### config.mk
export PLATFORM = sky130hd
export DESIGN_NAME = keypad_scan_flat
export DESIGN_NICKNAME = d
export VERILOG_FILES = /design/src/rtl/keypad_scan_if.sv /design/src/rtl/keypad_scan.sv /design/src/flat_wrapper.sv
export SDC_FILE = /design/constraint.sdc
export NUM_CORES = 1
export LEC_CHECK = 0
export CAP_MARGIN = 20
export CORE_MARGIN = 1.5
export CORE_UTILIZATION = 47
export DETAILED_ROUTE_END_ITERATION = 8
export GPL_ROUTABILITY_DRIVEN = 0
export PLACE_DENSITY_LB_ADDON = 0.08
export SLEW_MARGIN = 10
export SYNTH_ARGS = -nofsm -noshare
export SYNTH_HDL_FRONTEND = slang
export SYNTH_SLANG_ARGS = --single-unit
### constraint.sdc
create_clock -name clk -period 7 [get_ports clk]
set_input_delay 1.4 -clock clk [delete_from_list [all_inputs] [get_ports clk]]
set_output_delay 1.4 -clock clk [all_outputs]
set_load 0.02 [all_outputs]
### src/rtl/keypad_scan_if.sv
// Keypad pin and key-event bundle between keypad_scan (master) and its consumer (slave).
// No buffering and no backpressure; key_valid is a one-cycle strobe.
interface keypad_scan_if;
  logic [3:0] key_row;
  logic [2:0] key_col;
  logic [3:0] key_code;
  logic       key_valid;
  logic       key_held;

  modport master (input key_row, output key_col, key_code, key_valid, key_held);
  modport slave  (output key_row, input key_col, key_code, key_valid, key_held);
endinterface

### src/rtl/keypad_scan.sv
// 4x3 keypad scanner/debouncer: one key_valid strobe per press, DEBOUNCE_CNT+1 clk after capture.
// No backpressure: the consumer must take key_code on the strobe cycle.
module keypad_scan #(
  parameter int SCAN_DIV     = 2,
  parameter int DEBOUNCE_CNT = 20
) (
  input logic           clk,
  input logic           rst,
  keypad_scan_if.master kp
);
  localparam int DW = (SCAN_DIV > 1) ? $clog2(SCAN_DIV) : 1;
  localparam int CW = $clog2(DEBOUNCE_CNT + 1);

  typedef enum logic [1:0] {SCAN, DEBOUNCE, PRESSED, RELEASE} state_t;

  state_t        state, state_nxt;
  logic [1:0]    col_idx, col_nxt, next_col;
  logic [DW-1:0] div_cnt, div_nxt;
  logic [CW-1:0] cnt, cnt_nxt;
  logic [3:0]    row_pat, row_pat_nxt;
  logic [3:0]    code, code_nxt;
  logic          valid, valid_nxt;
  logic          held, held_nxt;
  logic          armed, armed_nxt;
  logic [1:0]    idle_cols, idle_nxt;
  logic [3:0]    low, row_low, mapped;
  logic [1:0]    row_sel;
  logic          none_low, one_low;

  assign low      = ~kp.key_row;
  assign none_low = (low == 4'd0);
  assign one_low  = !none_low && ((low & (low - 4'd1)) == 4'd0);
  assign next_col = (col_idx == 2'd2) ? 2'd0 : col_idx + 2'd1;
  assign row_low  = ~row_pat;

  always_comb begin
    row_sel = 2'd0;
    case (row_low)
      4'b0010: row_sel = 2'd1;
      4'b0100: row_sel = 2'd2;
      4'b1000: row_sel = 2'd3;
      default: row_sel = 2'd0;
    endcase
    if (row_sel == 2'd3) begin
      case (col_idx)
        2'd0:    mapped = 4'hA;
        2'd1:    mapped = 4'h0;
        default: mapped = 4'hB;
      endcase
    end else begin
      mapped = 4'(row_sel) * 4'd3 + 4'(col_idx) + 4'd1;
    end
  end

  always_comb begin
    state_nxt   = state;
    col_nxt     = col_idx;
    div_nxt     = div_cnt;
    cnt_nxt     = cnt;
    row_pat_nxt = row_pat;
    code_nxt    = code;
    valid_nxt   = 1'b0;
    held_nxt    = held;
    armed_nxt   = armed;
    idle_nxt    = idle_cols;
    case (state)
      SCAN: begin
        if (div_cnt == DW'(SCAN_DIV - 1)) begin
          div_nxt = '0;
          col_nxt = next_col;
          // After reset, a full clean rotation is needed so a key held through reset is not reported.
          if (!armed) begin
            if (none_low) begin
              idle_nxt = idle_cols + 2'd1;
              if (idle_cols == 2'd2) armed_nxt = 1'b1;
            end else begin
              idle_nxt = 2'd0;
            end
          end else if (one_low) begin
            row_pat_nxt = kp.key_row;
            col_nxt     = col_idx;
            cnt_nxt     = '0;
            state_nxt   = DEBOUNCE;
          end
        end else begin
          div_nxt = div_cnt + DW'(1);
        end
      end
      DEBOUNCE: begin
        if (cnt == CW'(DEBOUNCE_CNT)) begin
          code_nxt  = mapped;
          valid_nxt = 1'b1;
          held_nxt  = 1'b1;
          cnt_nxt   = '0;
          state_nxt = PRESSED;
        end else if (kp.key_row == row_pat) begin
          cnt_nxt = cnt + CW'(1);
        end else begin
          cnt_nxt   = '0;
          col_nxt   = next_col;
          state_nxt = SCAN;
        end
      end
      PRESSED: begin
        if (none_low) begin
          cnt_nxt   = '0;
          state_nxt = RELEASE;
        end
      end
      RELEASE: begin
        if (cnt == CW'(DEBOUNCE_CNT)) begin
          held_nxt  = 1'b0;
          cnt_nxt   = '0;
          col_nxt   = next_col;
          state_nxt = SCAN;
        end else if (!none_low) begin
          cnt_nxt   = '0;
          state_nxt = PRESSED;
        end else begin
          cnt_nxt = cnt + CW'(1);
        end
      end
      default: state_nxt = SCAN;
    endcase
  end

  always_ff @(posedge clk) begin
    if (rst) begin
      state     <= SCAN;
      col_idx   <= 2'd0;
      div_cnt   <= '0;
      cnt       <= '0;
      row_pat   <= 4'hF;
      code      <= 4'hF;
      valid     <= 1'b0;
      held      <= 1'b0;
      armed     <= 1'b0;
      idle_cols <= 2'd0;
    end else begin
      state     <= state_nxt;
      col_idx   <= col_nxt;
      div_cnt   <= div_nxt;
      cnt       <= cnt_nxt;
      row_pat   <= row_pat_nxt;
      code      <= code_nxt;
      valid     <= valid_nxt;
      held      <= held_nxt;
      armed     <= armed_nxt;
      idle_cols <= idle_nxt;
    end
  end

  assign kp.key_col   = ~(3'b001 << col_idx);
  assign kp.key_code  = code;
  assign kp.key_valid = valid;
  assign kp.key_held  = held;
endmodule

### src/flat_wrapper.sv
// flat-port wrapper written by rule: the top's interface ports become plain ports
module keypad_scan_flat 
#(
  parameter int SCAN_DIV     = 2,
  parameter int DEBOUNCE_CNT = 20
)
  (clk, rst, kp_key_row, kp_key_col, kp_key_code, kp_key_valid, kp_key_held);
  keypad_scan_if kp_i ();
  input logic clk;
  input logic rst;
  input wire logic [$bits(kp_i.key_row)-1:0] kp_key_row;
  output wire logic [$bits(kp_i.key_col)-1:0] kp_key_col;
  output wire logic [$bits(kp_i.key_code)-1:0] kp_key_code;
  output wire logic [$bits(kp_i.key_valid)-1:0] kp_key_valid;
  output wire logic [$bits(kp_i.key_held)-1:0] kp_key_held;
  assign kp_i.key_row = kp_key_row;
  assign kp_key_col = kp_i.key_col;
  assign kp_key_code = kp_i.key_code;
  assign kp_key_valid = kp_i.key_valid;
  assign kp_key_held = kp_i.key_held;
  keypad_scan #(.SCAN_DIV(SCAN_DIV), .DEBOUNCE_CNT(DEBOUNCE_CNT)) u_core (.clk(clk), .rst(rst), .kp(kp_i));
endmodule
==> summary.md <==
| Metric | Value |
|---|---|
| Sequential area share after synthesis | `32.3%` |
| Floorplan die height | `58.0 um` |
| CP Max Fanout | `6` |
| Clock sink count | `23` |
| Fmax | `0.340 GHz` |
| Share of the synthesized area in the top cell type | `32.3%` |
| Clock group share of total power | `28.3%` |
| Synthesized area per cell | `8.53 um2` |
| Wire length per cell after detailed routing | `13.0 um` |
| Number of gates resized after cts | `0` |
| Register clock-pin slew on the reported worst setup and hold paths | `0.13 ns` |
| Site row count | `19` |
| Placed instance area | `0.00155 mm2` |
| Fraction of final layout cells sized beyond drive strength 1 | `5.11%` |
| Worst IR drop on VDD | `0.0599 mV` |
| Count of final hold-check violations | `0` |
| Max-slew violation total from the final report | `0` |
| Startpoint types | `flop` |
| Post-synth cell types | `47` |
| Top area cells in the synthesized netlist | `sky130_fd_sc_hd__dfxtp_1 (32%), sky130_fd_sc_hd__ha_1 (6.2%), sky130_fd_sc_hd__xnor2_1 (4.9%)` |
| Power density over the cells | `139 mW/mm2` |
| Clk Tree Root Cell | `sky130_fd_sc_hd__clkbuf_4` |
| Tcrit/Tclk final | `42.0%` |
| Min-Delay Path Class | `flop to flop` |
| Number of nets produced by synthesis | `182` |
| Largest net degree at the start of global routing | `23` |
| Level count of the clock H-tree | `1` |
| Die area | `0.00337 mm2` |
| Number of maximum-capacitance violations | `0` |
| Crit end category | `primary output` |
| Net switching fraction of the power | `25.6%` |
| Drt drc | `0` |
| Via count | `1207` |
| Result of the run | `finished clean` |
| Num CTS Buffers | `3` |
| Yosys warning total | `0` |
| Shortest period the worst path allows | `2.94 ns` |
| Number of setup violations in the final report | `0` |
| Via count of the first global-routing pass | `1127` |
| Reported net switching power | `0.0563 mW` |
| Global-route wire length before repair | `4690 um` |
| Number of instances in the synthesized netlist | `167` |
| Post-detailed-route count of antenna-violating nets | `0` |
| Total leakage power | `0.694 nW` |
| Number of detailed-route iterations in the first pass | `7` |
| Overflow left after global routing | `0` |
| Post-synthesis register bit count | `23` |
| Deepest clock path buffer count | `2` |
| Count of cells along the worst register-to-register path | `9` |
| CTS tree | `yes` |
| Final standard cell area without fillers | `0.00158 mm2` |
| Via count normalized by instance count | `5.83` |
| CP Data Required Time | `5.60 ns` |
| Worst Path Class, Setup | `flop to primary output` |
| Number of setup buffers added after CTS | `0` |
| Clock latency on the worst-skew pair | `0.31 ns` |
| Total number of nets in the final design | `192` |
| Arrival @ worst endpoint | `1.54 ns` |
| Drt first-iter violations | `45` |
| Final worst clock skew | `0.00420 ns` |
| Layout-stage area growth over the synthesis result | `10.9%` |
| Setup TNS | `0 ns` |
| Count of antenna diodes in the layout | `0` |
| Sequential group share of total power | `60.6%` |
| Count of port buffers added during placement | `14` |
| Hold-fix buffers at CTS | `0` |
| RSZ-0062 raised after global routing | `false` |
| Logic gate share of total power | `11.0%` |
| Die X | `58.0 um` |
| Placeable core region | `0.00281 mm2` |
| Power, Total | `0.220 mW` |
| Effective utilization at floorplan | `50.8%` |
| Number of synthesized flops with an enable pin | `0` |
| Aggregate routed wire length | `2690 um` |
| Cell area after technology mapping | `0.00142 mm2` |
| Relative slew slack | `45.1%` |
| HPWL reported at the end of detailed placement | `2020 um` |
| Worst hold path cell count | `2` |
| Aggregate global-route resource usage | `17.4%` |
| Hold WS | `0.466 ns` |
| Share of synthesized registers carrying an async set or reset | `0%` |
| Most instantiated flip-flop cell in the synthesis netlist | `sky130_fd_sc_hd__dfxtp_1` |
| Num ports | `15` |
| Antenna violations before repair | `0` |
| P_int | `0.164 mW` |
| Cell taking the most area after synthesis | `sky130_fd_sc_hd__dfxtp_1` |
| Number of filler cells placed in the layout | `285` |
| Slew at the pin with the worst max-slew slack | `0.821 ns` |
[power groups by stage]
stage,clock network [mW],registers [mW],logic [mW]
global placement,0,0.136,0.0239
detailed placement,0,0.136,0.0243
floorplan,0,0.136,0.0170
global route,0.0701,0.134,0.0272
CTS,0.0651,0.134,0.0244
finish,0.0624,0.134,0.0243
[logic make-up after synthesis]
group                      share of synthesized area [%]
and+or+nand+nor                                     24.9
AOI/OAI and AO/OA                                   19.3
DFF                                                 32.3
buffers and inverters                               7.03
xor gates and xnor gates                            6.77
adders and majority gates                           8.96
muxes                                              0.703
[metal layers]
layer	GRT usage [%]	vias up	share of wire (%)
met2	27.6	16	46
met3	2.01	2	3.3
met1	24.4	583	50
li1	-	606	-
met5	0	-	0
met4	6.31	0	0.59
[cells in the mapped netlist, types with 2 or more instances]
cell type                    n
sky130_fd_sc_hd__inv_1      13
sky130_fd_sc_hd__fa_1        2
sky130_fd_sc_hd__ha_1        7
sky130_fd_sc_hd__o21ai_0     6
sky130_fd_sc_hd__nor2_1     13
sky130_fd_sc_hd__a21oi_1    10
sky130_fd_sc_hd__or4_1       2
sky130_fd_sc_hd__nor3b_1     2
sky130_fd_sc_hd__nand2_1    10
sky130_fd_sc_hd__a21bo_2     2
sky130_fd_sc_hd__or3_1       3
sky130_fd_sc_hd__clkbuf_1    2
sky130_fd_sc_hd__and3_1      4
sky130_fd_sc_hd__nand3_1     6
sky130_fd_sc_hd__a31oi_1     2
sky130_fd_sc_hd__xor2_1      3
sky130_fd_sc_hd__nor3_1      3
sky130_fd_sc_hd__xnor2_1     8
sky130_fd_sc_hd__buf_2       5
sky130_fd_sc_hd__o21bai_1    2
sky130_fd_sc_hd__nand4b_1    2
sky130_fd_sc_hd__nand2b_1    2
sky130_fd_sc_hd__nand4_1     2
sky130_fd_sc_hd__o22ai_1     2
sky130_fd_sc_hd__dfxtp_1    23
sky130_fd_sc_hd__a211o_1     5
sky130_fd_sc_hd__o2111ai_1   2
sky130_fd_sc_hd__nor2b_1     4
sky130_fd_sc_hd__and2_1      2
[registers in the layout (all words and copies together) (netlist names)]
signal and flops:
u_core.row_pat 4, u_core.cnt 5, u_core.kp.key_held 1, u_core.div_cnt 1, u_core.armed 1, u_core.col_idx 2
u_core.kp.key_code 4, u_core.kp.key_valid 1, u_core.state 2, u_core.idle_cols 2
[path summary, 6_finish.rpt]
path | start | endpoint | slack [ns]
min reg2reg | u_core.kp.key_held | u_core.kp.key_held | 0.47
max reg2reg | u_core.row_pat[3] | u_core.kp.key_code[1] | 4.46
max | u_core.col_idx[0] | kp_key_col[0] | 4.06
min | u_core.kp.key_held | u_core.kp.key_held | 0.47
[per-stage QoR]
step                instances  setup WS, ns  util (%)
detailed placement        203          3.75      55.3
floorplan                 167          4.47         -
global route              207          3.90      56.3
finish                    207          4.06      56.3
CTS                       207          4.04      56.3
global placement          203          3.81      55.3
[layout by cell type (no fill, tap or decap), drive strengths merged, types with 6 or more instances in the layout]
| master | netlist | layout |
|---|---|---|
| dfxtp | 23 | 23 |
| clkdlybuf4s50 | 0 | 14 |
| nor2 | 14 | 14 |
| inv | 13 | 13 |
| nand2 | 10 | 10 |
| a21oi | 10 | 10 |
| xnor2 | 8 | 8 |
| ha | 7 | 7 |
| nand3 | 6 | 6 |
| o21ai | 6 | 6 |
[area by class of cell]
cell class              instances  area [um2]  area share, %
flip-flops and latches         23         460           29.2
multi-input cells             122         863           54.7
inverters                      13        48.8           3.09
clock buffers                   3        22.5           1.43
repair buffers                 14         140           8.87
well taps                      31        38.8           2.46
clock inverters                 1        5.00          0.317
[critical path: stages (launching register included)]
cell and delay [ns]:
sky130_fd_sc_hd__dfxtp_1 0.44, sky130_fd_sc_hd__inv_1 0.11, sky130_fd_sc_hd__nand2_1 0.08, sky130_fd_sc_hd__clkdlybuf4s50_1 0.60
Note: power is estimated with default switching activity, not from simulation.
